$ cat config.mk
export PLATFORM = sky130hd
export DESIGN_NAME = twos_to_sm_fixed
export DESIGN_NICKNAME = d
export VERILOG_FILES = /design/src/rtl/sm_fixed_pkg.sv /design/src/rtl/sm_align_sat.sv /design/src/rtl/twos_to_sm_fixed.sv
export SDC_FILE = /design/constraint.sdc
export NUM_CORES = 1
export LEC_CHECK = 0
export CORE_ASPECT_RATIO = 1.5
export CORE_MARGIN = 8
export CORE_UTILIZATION = 48
export DETAILED_ROUTE_END_ITERATION = 7
export PLACE_DENSITY = 0.78
export SYNTH_ARGS = -nofsm -noshare
export SYNTH_HDL_FRONTEND = slang
export SYNTH_SLANG_ARGS = --single-unit
$ cat constraint.sdc
create_clock -name clk -period 2 [get_ports clk]
set_clock_uncertainty 0.2 [all_clocks]
set_input_delay 0.4 -clock clk [delete_from_list [all_inputs] [get_ports clk]]
set_output_delay 0.4 -clock clk [all_outputs]
set_load 0.01 [all_outputs]
$ cat src/rtl/sm_fixed_pkg.sv
// Shared definitions for the sign-magnitude fixed-point datapath.
// Used by twos_to_sm_fixed, sm_align_sat, add_fixed and the butterflies.
//   SM_N / SM_Q    : default word width and fractional bits (Q11 in 20 bits)
//   SM_SAT_INT     : largest integer part a word may carry (255 at defaults)
//   SM_MAG_MAX     : widest magnitude sm_negzero_fix accepts (zero-extended)
//   sm_negzero_fix : returns the sign to emit, cleared when the magnitude is 0
package sm_fixed_pkg;

  localparam int SM_N       = 20;
  localparam int SM_Q       = 11;
  localparam int SM_SAT_INT = (1 << (SM_N - 1 - SM_Q)) - 1;
  localparam int SM_MAG_MAX = 64;

  // Sign-magnitude has two zeros; only +0 is ever produced.
  function automatic logic sm_negzero_fix(input logic sign,
                                          input logic [SM_MAG_MAX-1:0] mag);
    return sign && (mag != '0);
  endfunction

endpackage

$ cat src/rtl/sm_align_sat.sv
// Combinational align / optional round / saturate for a sign-magnitude word.
// Takes an unsigned magnitude with IN_Q fractional bits and produces an
// N-bit sign-magnitude word with Q fractional bits.
// Optional feature macro: TWOS_TO_SM_ROUND_EN (round half-up before the
// shift); when undefined the magnitude is truncated (round toward zero).
// Ports:
//   sign : sign of the value (1 = negative)
//   mag  : IN_W-bit unsigned magnitude, IN_Q fractional bits
//   data : {sign, magnitude} with Q fractional bits, never negative zero
//   sat  : the magnitude was clamped to the largest integer value
module sm_align_sat
  import sm_fixed_pkg::*;
#(
  parameter int IN_W = 24,
  parameter int IN_Q = 15,
  parameter int N    = SM_N,
  parameter int Q    = SM_Q
) (
  input  logic            sign,
  input  logic [IN_W-1:0] mag,
  output logic [N-1:0]    data,
  output logic            sat
);

  localparam int SH = IN_Q - Q;
  localparam logic [IN_W-Q-1:0] SAT_INT = (IN_W-Q)'((1 << (N - 1 - Q)) - 1);
  localparam logic [N-2:0]      SAT_MAG = (N-1)'(((1 << (N - 1 - Q)) - 1) << Q);

  logic [IN_W-1:0] m;
  logic [N-2:0]    mag_out;

`ifdef TWOS_TO_SM_ROUND_EN
  if (SH > 0) begin : g_round
    // One extra bit so that rounding -2^(IN_W-1) up cannot wrap.
    localparam logic [IN_W:0] HALF = (IN_W+1)'(1) << (SH - 1);
    assign m = IN_W'(({1'b0, mag} + HALF) >> SH);
  end else begin : g_no_round
    assign m = mag;
  end
`else
  assign m = mag >> SH;
`endif

  // Anything whose integer part reaches the top integer value clamps to
  // exactly that value with zero fraction, the same rule add_fixed uses.
  assign sat     = (m[IN_W-1:Q] >= SAT_INT);
  assign mag_out = sat ? SAT_MAG : m[N-2:0];
  assign data    = {sm_negzero_fix(sign, SM_MAG_MAX'(mag_out)), mag_out};

endmodule

$ cat src/rtl/twos_to_sm_fixed.sv
// Streaming two's-complement to sign-magnitude converter (FFT front end).
// Two pipeline stages: stage 1 takes sign and absolute value, stage 2
// aligns, optionally rounds, saturates and removes negative zero.
// Optional feature macro: TWOS_TO_SM_ROUND_EN (round half-up instead of
// truncation); latency is the same in both builds.
// Ports:
//   clk, rst  : clock, synchronous active-high reset
//   in_valid  : in_data carries a sample
//   in_ready  : converter takes a sample this cycle (combinational)
//   in_data   : IN_W-bit two's-complement sample, IN_Q fractional bits
//   out_valid : out_data/out_sat carry a converted word
//   out_ready : downstream takes the word this cycle
//   out_data  : N-bit sign-magnitude word, Q fractional bits
//   out_sat   : the word was clamped (qualified by out_valid)
//
// Handshake: a word moves across an interface on a rising edge where both
// valid and ready are high. Once out_valid is high, out_data and out_sat are
// held until out_ready is seen. The whole pipe advances together on
// en = !out_valid || out_ready; bubbles are kept, so at most two samples are
// ever in flight and order is preserved.
module twos_to_sm_fixed
  import sm_fixed_pkg::*;
#(
  parameter int IN_W = 24,
  parameter int IN_Q = 15,
  parameter int N    = SM_N,
  parameter int Q    = SM_Q
) (
  input  logic            clk,
  input  logic            rst,
  input  logic            in_valid,
  output logic            in_ready,
  input  logic [IN_W-1:0] in_data,
  output logic            out_valid,
  input  logic            out_ready,
  output logic [N-1:0]    out_data,
  output logic            out_sat
);

  logic            en;
  logic            s1_valid;
  logic            s1_sign;
  logic [IN_W-1:0] s1_mag;
  logic [N-1:0]    s2_data;
  logic            s2_sat;

  assign en       = !out_valid || out_ready;
  assign in_ready = en;

  sm_align_sat #(
    .IN_W (IN_W),
    .IN_Q (IN_Q),
    .N    (N),
    .Q    (Q)
  ) u_align (
    .sign (s1_sign),
    .mag  (s1_mag),
    .data (s2_data),
    .sat  (s2_sat)
  );

  always_ff @(posedge clk) begin
    if (rst) begin
      s1_valid  <= 1'b0;
      s1_sign   <= 1'b0;
      s1_mag    <= '0;
      out_valid <= 1'b0;
      out_data  <= '0;
      out_sat   <= 1'b0;
    end else if (en) begin
      s1_valid  <= in_valid;
      s1_sign   <= in_data[IN_W-1];
      // Read as unsigned, the negation of -2^(IN_W-1) is 2^(IN_W-1): no wrap.
      s1_mag    <= in_data[IN_W-1] ? -in_data : in_data;
      out_valid <= s1_valid;
      out_data  <= s2_data;
      out_sat   <= s2_sat;
    end
  end

endmodule

[After elaboration in Yosys (flattened, before gate mapping)]
Index checks and enable logic that the tools add are counted.
Storage, ports and cells
  register bits: 48
  output and inout port bits: 23
  logic and storage cells: 14
Cells by class
  add/sub/neg operators: 1
  magnitude comparators: 1
  mux-type cells: 2
  reductions and logical operators: 4
Operators with widths (count)
  $mux W24: 1
  $neg A24 Y24: 1
  $mux W19: 1
  $reduce_bool A19 Y1: 1
  $ge A9 B8 Y1 const B: 1
  $logic_and A1 B1 Y1: 1
  $logic_not A1 Y1: 1
  $logic_or A1 B1 Y1: 1

[Depth between registers and ports, before layout]
Gate-level depths: netlist of the first run.
  depth in word-level cells: 4
  depth in mapped cells: 6
  depth with buffers taken out: 5

[Cells and area by module]
Synthesis of the first run repeated with hierarchy kept, for this count alone.
Unflattened totals
  cells, all modules: 288
  area total of the unflattened synthesis: 2351.0 um^2
Modules (own cells, without submodules)
  twos_to_sm_fixed: times used 1, cells each 256, area an instance 2147.1 um^2, sequential area each 960.9 um^2
  sm_align_sat: times used 1, cells each 32, area an instance 203.9 um^2, sequential area each 0.0 um^2

[Worst setup path before layout of the first run]
No wires, ideal clock.
  path kind: input to register
  start point: input port in_data[2]
  end point: register s1_mag[21]
  setup time: 86 ps
  arrival: 1533 ps
  required time: 1714 ps
  slack: 182 ps
  cell stages on the path: 5
  path buffers: 0
  cells stage by stage: nor4_4 > nand2_2 > o41ai_2 > xor2_1 > a211oi_1
On the way
  cells in the longest elaborated chain, start to end: 2
RTL lines
  start, declared: RTL line twos_to_sm_fixed.sv:33  | input logic [IN_W-1:0] in_data,
  $neg A24 Y24: RTL line twos_to_sm_fixed.sv:74  | s1_mag <= in_data[IN_W-1] ? -in_data : in_data;
  $mux W24: RTL line twos_to_sm_fixed.sv:74
  end signal, assigned: RTL line twos_to_sm_fixed.sv:74
  end, declared: RTL line twos_to_sm_fixed.sv:43  | logic [IN_W-1:0] s1_mag;
Every way passes these cells.
A chain may end at the register's enable or synchronous reset.

[Final worst setup path of the first run]
  start point: input port in_data[3]
  end point: register s1_mag[11]
Same word-level chain as after synthesis.

==> reports/metrics.csv, run 1 <==
stage,metric,value,unit
global_routing,track_usage,17.2,%
routing,wl,6110,µm
status,violations,setup timing,
worst_setup_path,max_stage_delay,300,ps
cells_and_area,final_common_cell,dfxtp_1,
synthesis,yosysSeqAreaShare,43.9,%
sta,max-slew-margin-rel,66.2,%
worst_setup_path,end_kind,flop,
sta,slew_violations,0,
power_and_ir_drop,power_density,602,nW/µm²
synthesis,syn_area,2010,µm²
power_and_ir_drop,ir_drop,614,µV
clock_tree,clock_path_buffers,2,
routing,drc,0,
worst_setup_path,cp_max_fo,6,
cells_and_area,finalInstanceArea,3150,µm²
global_routing,antenna_found_initial,0,
place,place_area,2820,µm²
floorplanning,die_x,68.8,µm
floorplanning,fp.dieH,95.2,µm
sta,setup_violations,1,
cells_and_area,multi_input_area,1220,µm²
place,port_buffers,50,
synthesis,ys_seq_elements,44,
worst_setup_path,slowest_stage,nor4_4,
synthesis,yosys.area.top_type,dfxtp_1,
sta,setup_ws,-6.65,ps
synthesis,syn-instance-count,237,
worst_setup_path,crit_buf_inv,3,
sta,totalNegativeSetupSlack,-6.65,ps
worst_setup_path,cp.arrival,1980,ps
job,maxCapViolations,0,
sta,hold_violations,0,
worst_setup_path,crit_top_cell,o21ai_0,
clock_tree,htreeDepth,2,
sta,worst_slew_pin_slew,506,ps
power_and_ir_drop,cellLeakagePower,0.00134,µW
routing,vias_per_cell,5.74,
synthesis,syn_nets,265,
cells_and_area,fill_cells,293,
worst_setup_path,rr_startpoint,out_valid,
floorplanning,rows,29,
global_routing,grt_pass1_wl,8940,µm
synthesis,synth-edff-count,0,
synthesis,synthArstFlopShare,0,%
worst_setup_path,cpLargestDelayFamily,buffers and inverters,
cells_and_area,area_growth,56.9,%
worst_setup_path,setup.worst_path.start_class,input pin,
floorplanning,initial_core_util,48.5,%
sta,fin_crit_sh,100,%
min_path,min_path_type,flop to flop,
place,hpwl,3910,µm
clock_tree,cts_tree,built,
synthesis,synth_top_flop_cell,dfxtp_1,
cells_and_area,final_nets,354,
worst_setup_path,path_cells,dlygate4sd2_1 -> nor4_4 -> buf_4 -> nand3_4 -> buf_6 -> o21ai_0 -> xor2_1 -> o21ai_0,
clock_tree,clock_latency,290,ps
sta,post-route-min-period,2010,ps
min_path,hp-start,out_data[19],
cells_and_area,layout_common_cells,"dfxtp_1, buf_4, nor2_1, clkdlybuf4s50_1, nor3_1",
sta,fmax,498,MHz
synthesis,synth_top_cell_area_share,43.9,%
routing,drtIter0Drc,148,
clock_tree,cts_root_buffer,clkbuf_8,
global_routing,grt_remaining_overflow,0,
worst_setup_path,crit_type,input pin to flop,
clock_tree,cts_buffers,5,
synthesis,syn_avg_cell_area,8.47,µm²
routing,ant_nets,0,
cells_and_area,drive_gt1_share,25.0,%
synthesis,yosys.cell_types.count,30,
status,status,"finished, violations left",
routing,avgRoutedWirePerCell,16.5,µm
routing,vias,2125,
routing,firstDrtPassIters,4,
floorplanning,ios,51,
place,gp_congestion,0.752,
global_routing,grt_max_degree,42,
worst_setup_path,required,1970,ps
worst_setup_path,critPathLaunch,in_data[3],
floorplanning,die-area,6550,µm²
synthesis,yosys_warnings,0,
synthesis,ys_top_cells_by_area,"dfxtp_1, nor2_1, xor2_1",
floorplanning,core-area,4140,µm²
clock_tree,clkTransAtPathRegs,70,ps
cells_and_area,antenna_cells,0,
global_routing,grt_pass1_vias,2035,
cells_and_area,ff_latch_area,881,µm²
clock_tree,clock-sinks,44,
==> worst paths after layout <==
check	slack, ps	cells after the start	to
worst min register to register	260	2	out_data[19]
worst min-delay path	260	2	out_data[19]
worst max register to register	200	8	s1_mag[22]
worst max-delay path	-7	8	s1_mag[11]
==> worst register-to-register path: cells and delay by family (launching register included) <==
kind / cells / cell delay (ps)
buffers and inverters: 3 / 410
AOI/OAI and AO/OA: 1 / 330
and+or+nand+nor: 4 / 400
DFF: 1 / 340
==> sequential cells by signal, summed over array words and instances (netlist names) <==
| name | count |
|---|---|
| out_data | 20 |
| out_sat | 1 |
| out_valid | 1 |
| s1_mag | 20 |
| s1_sign | 1 |
| s1_valid | 1 |
==> per-stage QoR <==
stage | total power [µW] | setup slack (ps) | cells | hold WS, ps | util [%]
after global routing | 1980 | -59.4 | 370 | 286 | 76.2
final | 1900 | -6.65 | 370 | 260 | 76.2
after CTS | 1870 | 6.48 | 366 | 256 | 72.2
after detailed placement | 1390 | -462 | 355 | 249 | 68.1
after global placement | 1370 | -369 | 355 | 241 | 68.1
after floorplan | 1160 | 182 | 237 | 232 | -
==> metal layers <==
layer,part of all wire [%],global-route usage (%)
met5,0,0
met4,2.4,5.71
met3,4.5,2.35
met2,56,32.7
met1,37,18.3
==> where the power goes <==
part,internal (µW),switching [µW]
clock,225,265
sequential,942,47.0
combinational,222,195
total,1390,507
==> synthesized netlist by cell type, drive strengths merged (3+ instances only) <==
master and count:
nor3 23, nand2 21, o21ai 10, o41ai 3, a22oi 11, o31ai 6, xor2 16, a21oi 6
nor4 7, dfxtp 44, clkbuf 14, nor2 41, a211oi 12, nand4 4
==> cell families after synthesis <==
logic type | count (synthesis) | synth area share (%)
flip-flops | 44 | 43.9
AO/OA/AOI/OAI | 53 | 19.4
AND/OR/NAND/NOR | 105 | 25.9
XOR/XNOR | 17 | 7.41
buffers and inverters | 18 | 3.36
==> layout make-up <==
type                            instances  area share (%)
Timing Repair Buffer                   98            29.0
Sequential cell                        44            28.0
Tap cell                               46            1.83
Clock buffer                            5            2.18
Inverter                                2           0.238
Multi-Input combinational cell        175            38.8
==> what timing repair did <==
action	CTS	global route
hold buffers	0	0
resized for setup	21	31
setup endpoints to repair	16	16
pin swaps	15	16
buffers inserted	6	4
Power figures use the tool's default switching activity.
==> inputs of run 2 (changes only) <==
- GPL_TIMING_DRIVEN: unset -> 0
==> run 2 against run 1 <==
  * The run now ends clean
  * Combinational power shrank 18%
  * First-iteration DRC count shrank 50%
  * Sequential share of layout area grew 3.4 points
  * Hold slack is essentially flat
  * Critical path depth shrank 1
  * Non-clock buffer count shrank 28
  * Die area is the same
  * Register-to-register slack gained 80 ps
  * Total power shrank 0.55%
  * Final area shrank 11%
  * Core utilization shrank 8.2 points
  * Sequential power is essentially flat
==> reports/metrics.csv, run 2 (synthesized netlist as in run 1, its figures left out) <==
stage,metric,value,unit
worst_setup_path,critPathLaunch,in_data[14],
sta,post-route-min-period,1960,ps
routing,ant_nets,0,
clock_tree,cts_tree,built,
sta,worst_slew_pin_slew,542,ps
sta,rsz0062_at_grt,yes,
floorplanning,rows,29,
power_and_ir_drop,ir_drop,584,µV
sta,setup_violations,0,
worst_setup_path,max_stage_delay,480,ps
floorplanning,die-area,6550,µm²
worst_setup_path,reg2reg_slack,280,ps
clock_tree,cts_buffers,5,
floorplanning,fp.dieH,95.2,µm
place,port_buffers,49,
place,gp_congestion,0.826,
worst_setup_path,r2r-end,out_data[4],
clock_tree,clock_latency,290,ps
global_routing,antenna_found_initial,0,
sta,hold_violations,0,
clock_tree,htreeDepth,2,
global_routing,met3_usage,2.59,%
place,hpwl,3840,µm
clock_tree,clkTransAtPathRegs,80,ps
floorplanning,die_x,68.8,µm
sta,fin_hold_ws,259,ps
clock_tree,clock-sinks,44,
routing,avgRoutedWirePerCell,15.1,µm
sta,fin_crit_sh,97.9,%
cells_and_area,drive_gt1_share,14.0,%
global_routing,use_met2,27.9,%
worst_setup_path,setup.worst_path.start_class,input pin,
power_and_ir_drop,power_density,670,nW/µm²
global_routing,grt_max_degree,13,
cells_and_area,top_regs,"out_data: 20 flops, s1_mag: 20 flops",
cells_and_area,final_nets,326,
cells_and_area,antenna_cells,0,
global_routing,track_usage,16.5,%
floorplanning,ios,51,
floorplanning,core-area,4140,µm²
cells_and_area,final_util,68.0,%
worst_setup_path,slowest_stage,clkdlybuf4s50_1,
min_path,min_path_type,flop to flop,
worst_setup_path,crit_type,input pin to flop,
global_routing,top_usage_layer,met2,
power_and_ir_drop,cellLeakagePower,0.00114,µW
cells_and_area,layout_common_cells,"dfxtp_1, nor2_1, clkdlybuf4s50_1, nor3_1, nand2_1",
clock_tree,cts_hold_buf,0,
routing,drc,0,
power_and_ir_drop,p_total,1890,µW
sta,slew_violations,0,
cells_and_area,final_common_cell,dfxtp_1,
routing,vias_per_cell,5.63,
global_routing,grt_pass1_vias,1923,
global_routing,grt_remaining_overflow,0,
floorplanning,initial_core_util,48.5,%
clock_tree,cts_root_buffer,clkbuf_8,
worst_setup_path,cp.arrival,1940,ps
worst_setup_path,required,1980,ps
worst_setup_path,rr_startpoint,s1_mag[23],
routing,wl,5200,µm
routing,drtIter0Drc,74,
status,status,"finished, final reports clean",
worst_setup_path,cp_max_fo,3,
cells_and_area,fill_cells,357,
worst_setup_path,path_cells,clkdlybuf4s50_1 -> nor2_2 -> nand3b_1 -> buf_4 -> nor3_4 -> nor2_1 -> a311o_1,
clock_tree,clock_path_buffers,2,
worst_setup_path,crit_end,s1_mag[22],
worst_setup_path,reg2reg_depth,6,
worst_setup_path,end_kind,flop,
routing,firstDrtPassIters,4,
routing,vias,1941,
global_routing,met1_usage,19.0,%
cells_and_area,area_growth,40.1,%
sta,fmax,511,MHz
global_routing,grt_pass1_wl,8520,µm
sta,max-slew-margin-rel,63.8,%
job,maxCapViolations,0,
==> run 2: cell count changes in the layout (fill, tap and decap cells not counted), moves of 5 or more <==
cell           change
buf_4             -39
clkbuf_1          +10
dlygate4sd2_1      +6
clkbuf_2           +5
==> run 2: worst min path at each step <==
stage,end,depth (start not counted),slack (ps),from
global route,s1_sign,2,300,s1_sign
CTS,s1_sign,2,260,s1_sign
finish,s1_sign,2,260,s1_sign
floorplan,s1_valid,2,230,s1_valid
global placement,s1_valid,2,240,s1_valid
detailed placement,s1_sign,2,250,s1_sign
==> run 2: worst max-delay path, delay by kind of cell <==
family                 cells  cell delay (ps)
AO/OA/AOI/OAI              1              310
buffers and inverters      2              680
AND/OR/NAND/NOR            4              550
==> run 2: cell type report <==
class	count	area [µm²]	area share [%]
buffer	16	77.6	2.76
clock buffer	8	90.1	3.20
inverter	2	7.51	0.267
multi-input combinational	175	1160	41.4
sequential	44	881	31.3
tap	46	57.6	2.05
timing repair buffer	54	536	19.0
==> run 2: routing by layer <==
layer  wire, µm  vias up  part of all wire (%)
li1           -      968                     -
met1       2040      904                    39
met5          0        -                     0
met2       2710       57                    52
met4        151        0                   2.9
met3        293       12                   5.6
==> run 2: repair_timing <==
action,4_1_cts,5_1_grt
setup endpoints to repair,23,30
pin swaps,6,7
resized for setup,33,23
setup buffers,3,2
==> run 2: per-stage QoR <==
step / std cells / TNS, ps / instance area, µm² / worst slack [ps]
floorplan: 237 / 0 / 2010 / 182
global placement: 332 / -13760 / 2560 / -680
detailed placement: 332 / -14330 / 2560 / -675
CTS: 343 / 0 / 2730 / 0.871
global route: 345 / -30.2 / 2810 / -23.0
finish: 345 / 0 / 2810 / 42.7
==> run 2: power breakdown <==
group          leakage (µW)  internal (µW)  total (µW)  switching, µW
registers          0.000364            942         988           46.2
logic              0.000731            171         342            171
clock network     0.0000455            282         556            274
==> inputs of run 3 (changes only) <==
- CORE_UTILIZATION: 48 -> 52
- PLACE_DENSITY: 0.78 -> 0.83
- clock period: 2 -> 2.5 ns (I/O delays scaled with it)
==> run 3 against run 2 <==
  * Count of clock-buffer cells in the layout stayed put
  * Sequential cell count stayed put
  * Highest routed layer unchanged
  * Largest power group unchanged
  * Routed wire length is 0.15% lower
==> reports/metrics.csv, run 3 (synthesized netlist as in run 1, its figures left out) <==
stage,metric,value,unit
floorplanning,die-area,6150,µm²
clock_tree,clock_path_buffers,2,
clock_tree,clock-sinks,44,
clock_tree,cts_buffers,5,
worst_setup_path,cpLargestDelayFamily,buffers and inverters,
cells_and_area,instances_no_fill,337,
routing,drtIter0Drc,79,
worst_setup_path,end_kind,output pin,
floorplanning,rows,27,
sta,hold_violations,0,
floorplanning,core-area,3680,µm²
worst_setup_path,cp_max_fo,2,
power_and_ir_drop,ir_drop,480,µV
cells_and_area,final_common_cell,clkdlybuf4s50_1,
sta,setup_violations,0,
sta,max-slew-margin-rel,63.5,%
routing,avgRoutedWirePerCell,15.4,µm
worst_setup_path,cp.arrival,1610,ps
cells_and_area,finalInstanceArea,2650,µm²
clock_tree,cts_root_buffer,clkbuf_8,
place,place_area,2550,µm²
job,maxCapViolations,0,
cells_and_area,top_regs,"out_data: 20 flops, s1_mag: 20 flops",
power_and_ir_drop,power_density,571,nW/µm²
floorplanning,ios,51,
min_path,min_path_type,flop to flop,
routing,wl,5190,µm
cells_and_area,final_nets,321,
worst_setup_path,crit_type,input pin to output pin,
clock_tree,clock_latency,300,ps
clock_tree,cts_tree,built,
global_routing,track_usage,18.0,%
routing,ant_nets,0,
place,port_buffers,49,
power_and_ir_drop,cellLeakagePower,0.000975,µW
worst_setup_path,crit_buf_inv,3,
cells_and_area,layout_common_cells,"clkdlybuf4s50_1, dfxtp_1, nor2_1, nand2_1, nor3_1",
worst_setup_path,crit_top_cell,clkdlybuf4s50_1,
worst_setup_path,path_cells,clkdlybuf4s50_1 -> nor2b_1 -> inv_2 -> clkdlybuf4s50_1,
floorplanning,fp.dieH,92.1,µm
routing,vias_per_cell,5.64,
global_routing,grt_pass1_vias,1954,
worst_setup_path,setup.worst_path.start_class,input pin,
worst_setup_path,slowest_stage,clkdlybuf4s50_1,
cells_and_area,drive_gt1_share,6.12,%
global_routing,antenna_found_initial,0,
sta,worst_slew_pin_slew,548,ps
sta,fin_crit_sh,92.5,%
sta,post-route-min-period,2310,ps
global_routing,grt_remaining_overflow,0,
place,hpwl,3990,µm
routing,firstDrtPassIters,4,
sta,slew_violations,0,
worst_setup_path,max_stage_delay,480,ps
status,status,"finished, final reports clean",
routing,vias,1901,
clock_tree,clkTransAtPathRegs,80,ps
cells_and_area,fill_cells,304,
place,dpl.cell_count,329,
cells_and_area,area_growth,31.8,%
global_routing,grt_max_degree,15,
sta,fmax,432,MHz
sta,rsz0062_at_grt,no,
worst_setup_path,required,1800,ps
global_routing,grt_pass1_wl,8760,µm
routing,drc,0,
sta,fin_hold_ws,256,ps
floorplanning,die_x,66.7,µm
floorplanning,initial_core_util,54.5,%
clock_tree,htreeDepth,2,
cells_and_area,antenna_cells,0,
place,gp_congestion,0.848,
[run 3: cell count changes in the layout (fill, tap and decap cells not counted), sizes merged]
cell and delta:
buf -6, dlymetal6s2s -6, clkdlybuf4s50 +19, dlygate4sd2 -12
[run 3: path summary, 6_finish.rpt]
check | start | to | slack [ps] | cells after the start
max reg2reg | out_valid | out_data[7] | 480 | 6
min | s1_sign | s1_sign | 260 | 2
max | out_ready | in_ready | 190 | 4
min reg2reg | s1_sign | s1_sign | 260 | 2
[run 3: through the flow]
| stage | TNS [ps] | utilization [%] | power [µW] | setup slack [ps] |
|---|---|---|---|---|
| global route | 0 | 71.9 | 1590 | 80.9 |
| floorplan | 0 | - | 930 | 582 |
| finish | 0 | 71.9 | 1510 | 187 |
| global placement | -434 | 69.3 | 1060 | -375 |
| detailed placement | -823 | 69.3 | 1070 | -383 |
| CTS | 0 | 71.9 | 1520 | 179 |
[run 3: what timing repair did]
item,4_1_cts,5_1_grt
gates resized for setup,1,0
hold buffers,0,0
setup endpoints to repair,1,0
setup buffers,1,0
[run 3: power breakdown]
group / internal (µW) / leakage (µW) / switching (µW)
clock: 225 / 0.0000455 / 230
sequential: 753 / 0.000364 / 38.2
combinational: 138 / 0.000566 / 128
[run 3: routing by layer]
metal  GRT usage, %  up-vias  part of all wire [%]
li1               -      967                     -
met1           20.0      876                    42
met2           29.5       45                    50
met3           4.75       13                   4.3
met4           10.2        0                   2.9
met5              0        -                     0
[run 3: worst register-to-register path: stages (launching register included)]
cell	delay [ps]
dfxtp_1	330
nor2b_1	190
clkbuf_1	440
nor2_1	200
clkbuf_1	270
a22oi_1	200
nor2_1	70
[run 3: cell type report]
| class | count | area, µm² | share of cell area (%) |
|---|---|---|---|
| Sequential cell | 44 | 881 | 33.3 |
| Timing Repair Buffer | 50 | 498 | 18.8 |
| Tap cell | 43 | 53.8 | 2.03 |
| Clock buffer | 8 | 90.1 | 3.40 |
| Multi-Input combinational cell | 175 | 1060 | 40.0 |
| Inverter | 2 | 7.51 | 0.284 |
| Buffer | 15 | 56.3 | 2.13 |
